===== src/rtl/ccff_loader_pkg.sv =====
// Shared types and elaboration-time helpers for the ccff bitstream loader.
package ccff_loader_pkg;

  typedef enum logic [1:0] {
    IDLE  = 2'd0,
    SHIFT = 2'd1,
    DONE  = 2'd2
  } state_e;

  // Number of source words needed to cover the whole chain.
  function automatic int unsigned words_for(input int unsigned chain_len,
                                            input int unsigned word_w);
    return (chain_len + word_w - 1) / word_w;
  endfunction

  // Ceiling log2, usable in parameter defaults.
  function automatic int unsigned clog2_u(input int unsigned v);
    int unsigned r;
    r = 0;
    while ((64'd1 << r) < 64'(v)) r = r + 1;
    return r;
  endfunction

endpackage


===== src/rtl/ccff_word_serializer.sv =====
// Single-word PISO for the ccff stream. A word arriving while the holder is empty
// is bypassed straight to bit_out_c, so back-to-back words stream without a bubble.
module ccff_word_serializer
  import ccff_loader_pkg::*;
#(
  parameter int unsigned WORD_W = 32,
  parameter int unsigned LAST_W = 32
) (
  input  logic              clk,
  input  logic              rst_n,
  input  logic              load_valid_i,
  input  logic              load_ready_i,
  input  logic [WORD_W-1:0] load_data_i,
  input  logic              truncate_i,
  output logic              bit_valid_c,
  output logic              bit_out_c,
  output logic              last_bit_next_c
);

  localparam int unsigned CW = clog2_u(WORD_W + 1);

  logic [WORD_W-1:0] shreg_q, shreg_d;
  logic [CW-1:0]     cnt_q, cnt_d;
  logic              load_c;
  logic [CW-1:0]     load_bits_c;

  assign load_c      = load_valid_i & load_ready_i;
  assign load_bits_c = truncate_i ? CW'(LAST_W) : CW'(WORD_W);

  // Select the outgoing bit and compute the next holder contents.
  always_comb begin
    shreg_d     = shreg_q;
    cnt_d       = cnt_q;
    bit_valid_c = 1'b0;
    bit_out_c   = shreg_q[0];
    if (cnt_q != '0) begin
      bit_valid_c = 1'b1;
      shreg_d     = shreg_q >> 1;
      cnt_d       = cnt_q - CW'(1);
      if (load_c) begin
        shreg_d = load_data_i;
        cnt_d   = load_bits_c;
      end
    end else if (load_c) begin
      bit_valid_c = 1'b1;
      bit_out_c   = load_data_i[0];
      shreg_d     = load_data_i >> 1;
      cnt_d       = load_bits_c - CW'(1);
    end
  end

  // Next cycle the holder is empty or releases its last bit, so it can take a word.
  assign last_bit_next_c = (cnt_d <= CW'(1));

  // Holder register.
  always_ff @(posedge clk or negedge rst_n) begin
    if (!rst_n) begin
      shreg_q <= '0;
      cnt_q   <= '0;
    end else begin
      shreg_q <= shreg_d;
      cnt_q   <= cnt_d;
    end
  end

endmodule


===== src/rtl/ccff_bitstream_loader.sv =====
// Streams a word-wide configuration bitstream into the serial ccff chain, gating the
// chain clock on source stalls, isolating the tiles while programming, and counting
// the ones that fall out of the chain tail as a readback signature.
module ccff_bitstream_loader
  import ccff_loader_pkg::*;
#(
  parameter int unsigned CHAIN_LEN = 1024,
  parameter int unsigned WORD_W    = 32,
  parameter int unsigned CNT_W     = clog2_u(CHAIN_LEN + 1)
) (
  input  logic              prog_clk,
  input  logic              prog_reset_n,
  input  logic              start,
  input  logic [WORD_W-1:0] cfg_data,
  input  logic              cfg_valid,
  output logic              cfg_ready,
  output logic              ccff_head,
  output logic              ccff_clk_en,
  input  logic              ccff_tail,
  output logic              isol_n,
  output logic              busy,
  output logic              done,
  output logic [CNT_W-1:0]  tail_ones
);

  localparam int unsigned WORDS  = words_for(CHAIN_LEN, WORD_W);
  localparam int unsigned LAST_W = CHAIN_LEN - (WORDS - 1) * WORD_W;
  localparam int unsigned WCNT_W = clog2_u(WORDS + 1);

  state_e             state_q, state_d;
  logic [CNT_W-1:0]   bit_cnt_q, bit_cnt_d;
  logic [WCNT_W-1:0]  word_cnt_q, word_cnt_d;
  logic [CNT_W-1:0]   tail_q, tail_d;
  logic               head_q, head_d;
  logic               clk_en_q, clk_en_d;
  logic               ready_q, ready_d;
  logic               isol_q, isol_d;
  logic               busy_q, busy_d;
  logic               done_q, done_d;

  logic               accept_c;
  logic               truncate_c;
  logic               ser_bit_valid_c;
  logic               ser_bit_c;
  logic               ser_last_next_c;

  assign accept_c   = cfg_valid & ready_q;
  assign truncate_c = (word_cnt_q == WCNT_W'(WORDS - 1));

  ccff_word_serializer #(
    .WORD_W (WORD_W),
    .LAST_W (LAST_W)
  ) u_ser (
    .clk             (prog_clk),
    .rst_n           (prog_reset_n),
    .load_valid_i    (cfg_valid),
    .load_ready_i    (ready_q),
    .load_data_i     (cfg_data),
    .truncate_i      (truncate_c),
    .bit_valid_c     (ser_bit_valid_c),
    .bit_out_c       (ser_bit_c),
    .last_bit_next_c (ser_last_next_c)
  );

  // Load sequencing, counters and next output values.
  always_comb begin
    state_d    = state_q;
    bit_cnt_d  = bit_cnt_q;
    word_cnt_d = word_cnt_q;
    tail_d     = tail_q;
    head_d     = head_q;
    clk_en_d   = 1'b0;
    ready_d    = 1'b0;
    isol_d     = isol_q;
    busy_d     = busy_q;
    done_d     = 1'b0;
    unique case (state_q)
      IDLE: begin
        if (start) begin
          state_d    = SHIFT;
          bit_cnt_d  = '0;
          word_cnt_d = '0;
          tail_d     = '0;
          isol_d     = 1'b0;
          busy_d     = 1'b1;
          ready_d    = 1'b1;
        end
      end
      SHIFT: begin
        if (ser_bit_valid_c) begin
          head_d    = ser_bit_c;
          clk_en_d  = 1'b1;
          bit_cnt_d = bit_cnt_q + CNT_W'(1);
        end
        if (accept_c) word_cnt_d = word_cnt_q + WCNT_W'(1);
        if (clk_en_q && ccff_tail && (tail_q != CNT_W'(CHAIN_LEN))) tail_d = tail_q + CNT_W'(1);
        ready_d = ser_last_next_c && (word_cnt_d != WCNT_W'(WORDS));
        if (bit_cnt_q == CNT_W'(CHAIN_LEN)) begin
          state_d = DONE;
          ready_d = 1'b0;
          isol_d  = 1'b1;
          busy_d  = 1'b0;
          done_d  = 1'b1;
        end
      end
      DONE: state_d = IDLE;
      default: state_d = IDLE;
    endcase
  end

  // State and output registers.
  always_ff @(posedge prog_clk or negedge prog_reset_n) begin
    if (!prog_reset_n) begin
      state_q    <= IDLE;
      bit_cnt_q  <= '0;
      word_cnt_q <= '0;
      tail_q     <= '0;
      head_q     <= 1'b0;
      clk_en_q   <= 1'b0;
      ready_q    <= 1'b0;
      isol_q     <= 1'b0;
      busy_q     <= 1'b0;
      done_q     <= 1'b0;
    end else begin
      state_q    <= state_d;
      bit_cnt_q  <= bit_cnt_d;
      word_cnt_q <= word_cnt_d;
      tail_q     <= tail_d;
      head_q     <= head_d;
      clk_en_q   <= clk_en_d;
      ready_q    <= ready_d;
      isol_q     <= isol_d;
      busy_q     <= busy_d;
      done_q     <= done_d;
    end
  end

  assign cfg_ready   = ready_q;
  assign ccff_head   = head_q;
  assign ccff_clk_en = clk_en_q;
  assign isol_n      = isol_q;
  assign busy        = busy_q;
  assign done        = done_q;
  assign tail_ones   = tail_q;

endmodule


===== config.mk =====
export PLATFORM = sky130hd
export DESIGN_NAME = ccff_bitstream_loader
export DESIGN_NICKNAME = d
export VERILOG_FILES = /design/src/rtl/ccff_loader_pkg.sv /design/src/rtl/ccff_word_serializer.sv /design/src/rtl/ccff_bitstream_loader.sv
export SDC_FILE = /design/constraint.sdc
export NUM_CORES = 1
export LEC_CHECK = 0
export BUFFER_PORTS_ARGS = -buffer_cell sky130_fd_sc_hd__clkbuf_2
export CAP_MARGIN = 20
export CORE_UTILIZATION = 55
export DETAILED_ROUTE_END_ITERATION = 12
export PLACE_DENSITY = 0.74
export SETUP_SLACK_MARGIN = 0.05
export SYNTH_ARGS = -nofsm -noshare
export SYNTH_HDL_FRONTEND = slang
export SYNTH_SLANG_ARGS = --single-unit
export TNS_END_PERCENT = 10

===== constraint.sdc =====
create_clock -name prog_clk -period 2.25 [get_ports prog_clk]
set_input_delay 0.225 -clock prog_clk [delete_from_list [all_inputs] [get_ports prog_clk]]
set_output_delay 0.225 -clock prog_clk [all_outputs]
set_load 0.01 [all_outputs]

==> reports/summary.txt <==
status -> finished clean
Core Rows -> 30
postcts setup bufs -> 0
fin. max-slew vios -> 0
root buf cell -> clkbuf_8
Setup WS post-layout -> 0.238 ns
DR DRC count -> 0
register area -> 1850 um2
post-synthesis sequential area ratio -> 0.481
Yosys warning total -> 0
detailed-route wire length -> 7.51 mm
post-synth top area cell -> dfrtp_1
DP Worst Slack -> 0.188 ns
synthesized area -> 3850 um2
Layout Nets -> 414
Critical Path Sink -> u_ser.shreg_q[13]$_DFFE_PN0N_
die width -> 85.7 um
#FFs+latches synth -> 74
TritonCTS Buffers -> 9
max cap viols -> 0
Crit. Startpoint -> u_ser.cnt_q[0]$_DFF_PN0_
pwr dens -> 1130 nW/um2
IR drop worst, VDD -> 0.521 mV
ys async rst share -> 1.00
clock slew at reported path FFs -> 0.08 ns
Slew Limit Headroom -> 0.579
post-layout minimum cycle time -> 2.01 ns
crit-path max FO -> 22
DR vias/cell -> 5.78
post-synthesis cell type count -> 55
startpoint types -> flip-flop
DR pass1 iterations -> 4
fillcell total -> 521
RR Endpoint -> u_ser.shreg_q[13]$_DFFE_PN0N_
share of layout cells above drive strength 1 -> 0.299
post-synth top area share -> 0.481
Fin. Hold Viols -> 0
RSZ-0062 raised after global routing -> no
Post-synth top cells -> dfrtp_1, nor2_1, mux4_2
Sink Count -> 74
reg2reg path depth -> 6
Chip Height -> 85.7 um
Post-synth EDFFs -> 0
Top FF cell, synth -> dfrtp_1
Iter 0 DRT Violations -> 85
largest net degree at the start of global routing -> 28
CTS tree -> yes
CP arrival -> 2.23 ns
Worst-Margin Slew -> 0.632 ns
initial core utilization -> 0.567
Final TNS setup -> 0 ns
GRT Total Usage -> 0.227
number of top-level pins -> 54
Longest Clk Path Bufs -> 2
Final ANT Viol Nets -> 0
Post-DP Area -> 4260 um2
CP endpoint kind -> flip-flop
reg-to-reg slack, setup -> 0.24 ns
reg-to-reg critical path startpoint -> u_ser.cnt_q[0]$_DFF_PN0_
final instance area -> 4480 um2
Via Count -> 2722
I/O Buffers -> 53
CP Class -> flip-flop to flip-flop
CP required -> 2.46 ns
core area -> 6790 um2
Wirelength per Cell -> 15.9 um
number of global-route vias before repair -> 2735
Cells after Synth -> 309
clk_lat worst skew -> 0.34 ns
fmax -> 497 MHz
most used standard cell by instance count after synthesis -> dfrtp_1
global-route wire length before repair -> 12.7 mm
top post-synthesis cells by area -> dfrtp_1, mux4_2, mux4_1
Placer Congestion -> 0.813
Hold Path Class -> primary input to flip-flop
Lkg Pwr -> 0.00209 uW
Mapped Nets -> 352
antenna violations before repair -> 0
Util after Layout -> 0.659
area grow syn2layout -> 16.2%
Syn Area/Cell -> 12.5 um2
period utilization -> 0.894
footprint of the multi-input gates -> 1880 um2
HPWL Detailed -> 5.40 mm
total gr overflow -> 0
H-tree Lvls -> 3
final setup violation count -> 0
die area -> 7340 um2
Setup Skew -> 0.00719 ns
# diodes -> 0
==> routing by layer <==
layer	part of all wire	track usage	vias to the layer above
met4	0.016	0.100	0
li1	-	-	1282
met5	0	0	-
met3	0.045	0.0443	9
met2	0.49	0.372	78
met1	0.45	0.297	1353
==> logic make-up after synthesis <==
kind of cell | synth area share
muxes | 0.200
AOI/OAI and AO/OA | 0.0838
buffers and inverters | 0.0318
xor gates and xnor gates | 0.0409
adders and majority gates | 0.0195
and+or+nand+nor | 0.143
DFF | 0.481
==> layout by cell type, fill, tap and decap left out, types with 6 or more instances in the layout <==
master,synthesis,final
mux4_1,6,6
a21oi_1,7,7
nand4_1,8,8
ha_1,6,6
o21ai_0,16,16
buf_4,2,11
nand3_1,7,7
xor2_1,12,12
clkbuf_2,0,52
mux4_2,25,25
nand2_1,19,19
nor2_1,31,31
dfrtp_1,74,74
xnor2_1,6,6
inv_1,11,11
clkbuf_8,0,11
==> final cells by class <==
cell class                      instances  area share
Multi-Input combinational cell        209       0.421
Sequential cell                        74       0.414
Clock inverter                          4      0.0115
Inverter                               11     0.00922
Tap cell                               96      0.0268
Clock buffer                           11      0.0338
Timing Repair Buffer                   66      0.0844
==> stage by stage <==
step	hold slack [ns]	instances	total power (uW)
2_1_floorplan	-0.0706	309	3540
3_3_place_gp	0.270	455	3920
3_5_place_dp	0.281	455	4010
4_1_cts	0.109	471	5090
5_1_grt	0.109	471	5380
6_report	0.114	471	5060
==> state kept, by name, summed over array words and instances (netlist names) <==
signal and cells:
busy 1, ccff_clk_en 1, word_cnt_q 6, tail_ones 11, done 1, cfg_ready 1
isol_n 1, u_ser.cnt_q 6, state_q 2, ccff_head 1, bit_cnt_q 11, u_ser.shreg_q 32
==> worst max-delay path, cell delays in order (launching register included) <==
cell and delay (ns):
dfrtp_1 0.38, inv_1 0.06, ha_1 0.23, and2b_1 0.25, nand2_4 0.20, buf_12 0.23, mux4_2 0.53
==> worst min path at each step <==
stage | startpoint | end | depth (start not counted) | slack [ns]
detailed placement | prog_reset_n | word_cnt_q[5]$_DFFE_PN0P_ | 1 | 0.28
CTS | cfg_data[31] | u_ser.shreg_q[31]$_DFFE_PN0N_ | 3 | 0.11
global placement | prog_reset_n | word_cnt_q[2]$_DFFE_PN0P_ | 1 | 0.27
finish | cfg_data[31] | u_ser.shreg_q[31]$_DFFE_PN0N_ | 3 | 0.11
floorplan | prog_reset_n | bit_cnt_q[0]$_DFFE_PN0P_ | 0 | -0.07
global route | cfg_data[31] | u_ser.shreg_q[31]$_DFFE_PN0N_ | 3 | 0.11
==> where the power goes <==
group | switching [uW] | internal, uW
sequential | 438 | 1800
combinational | 771 | 1000
clock | 480 | 567
total | 1690 | 3370
==> timing repair <==
item / CTS / global route
endpoints found under the hold margin: 24 / 0
hold buffers: 1 / 0
gates resized for setup: 0 / 1
endpoints found under the setup margin: 0 / 1
No activity file was read; power rests on OpenSTA's default activity.
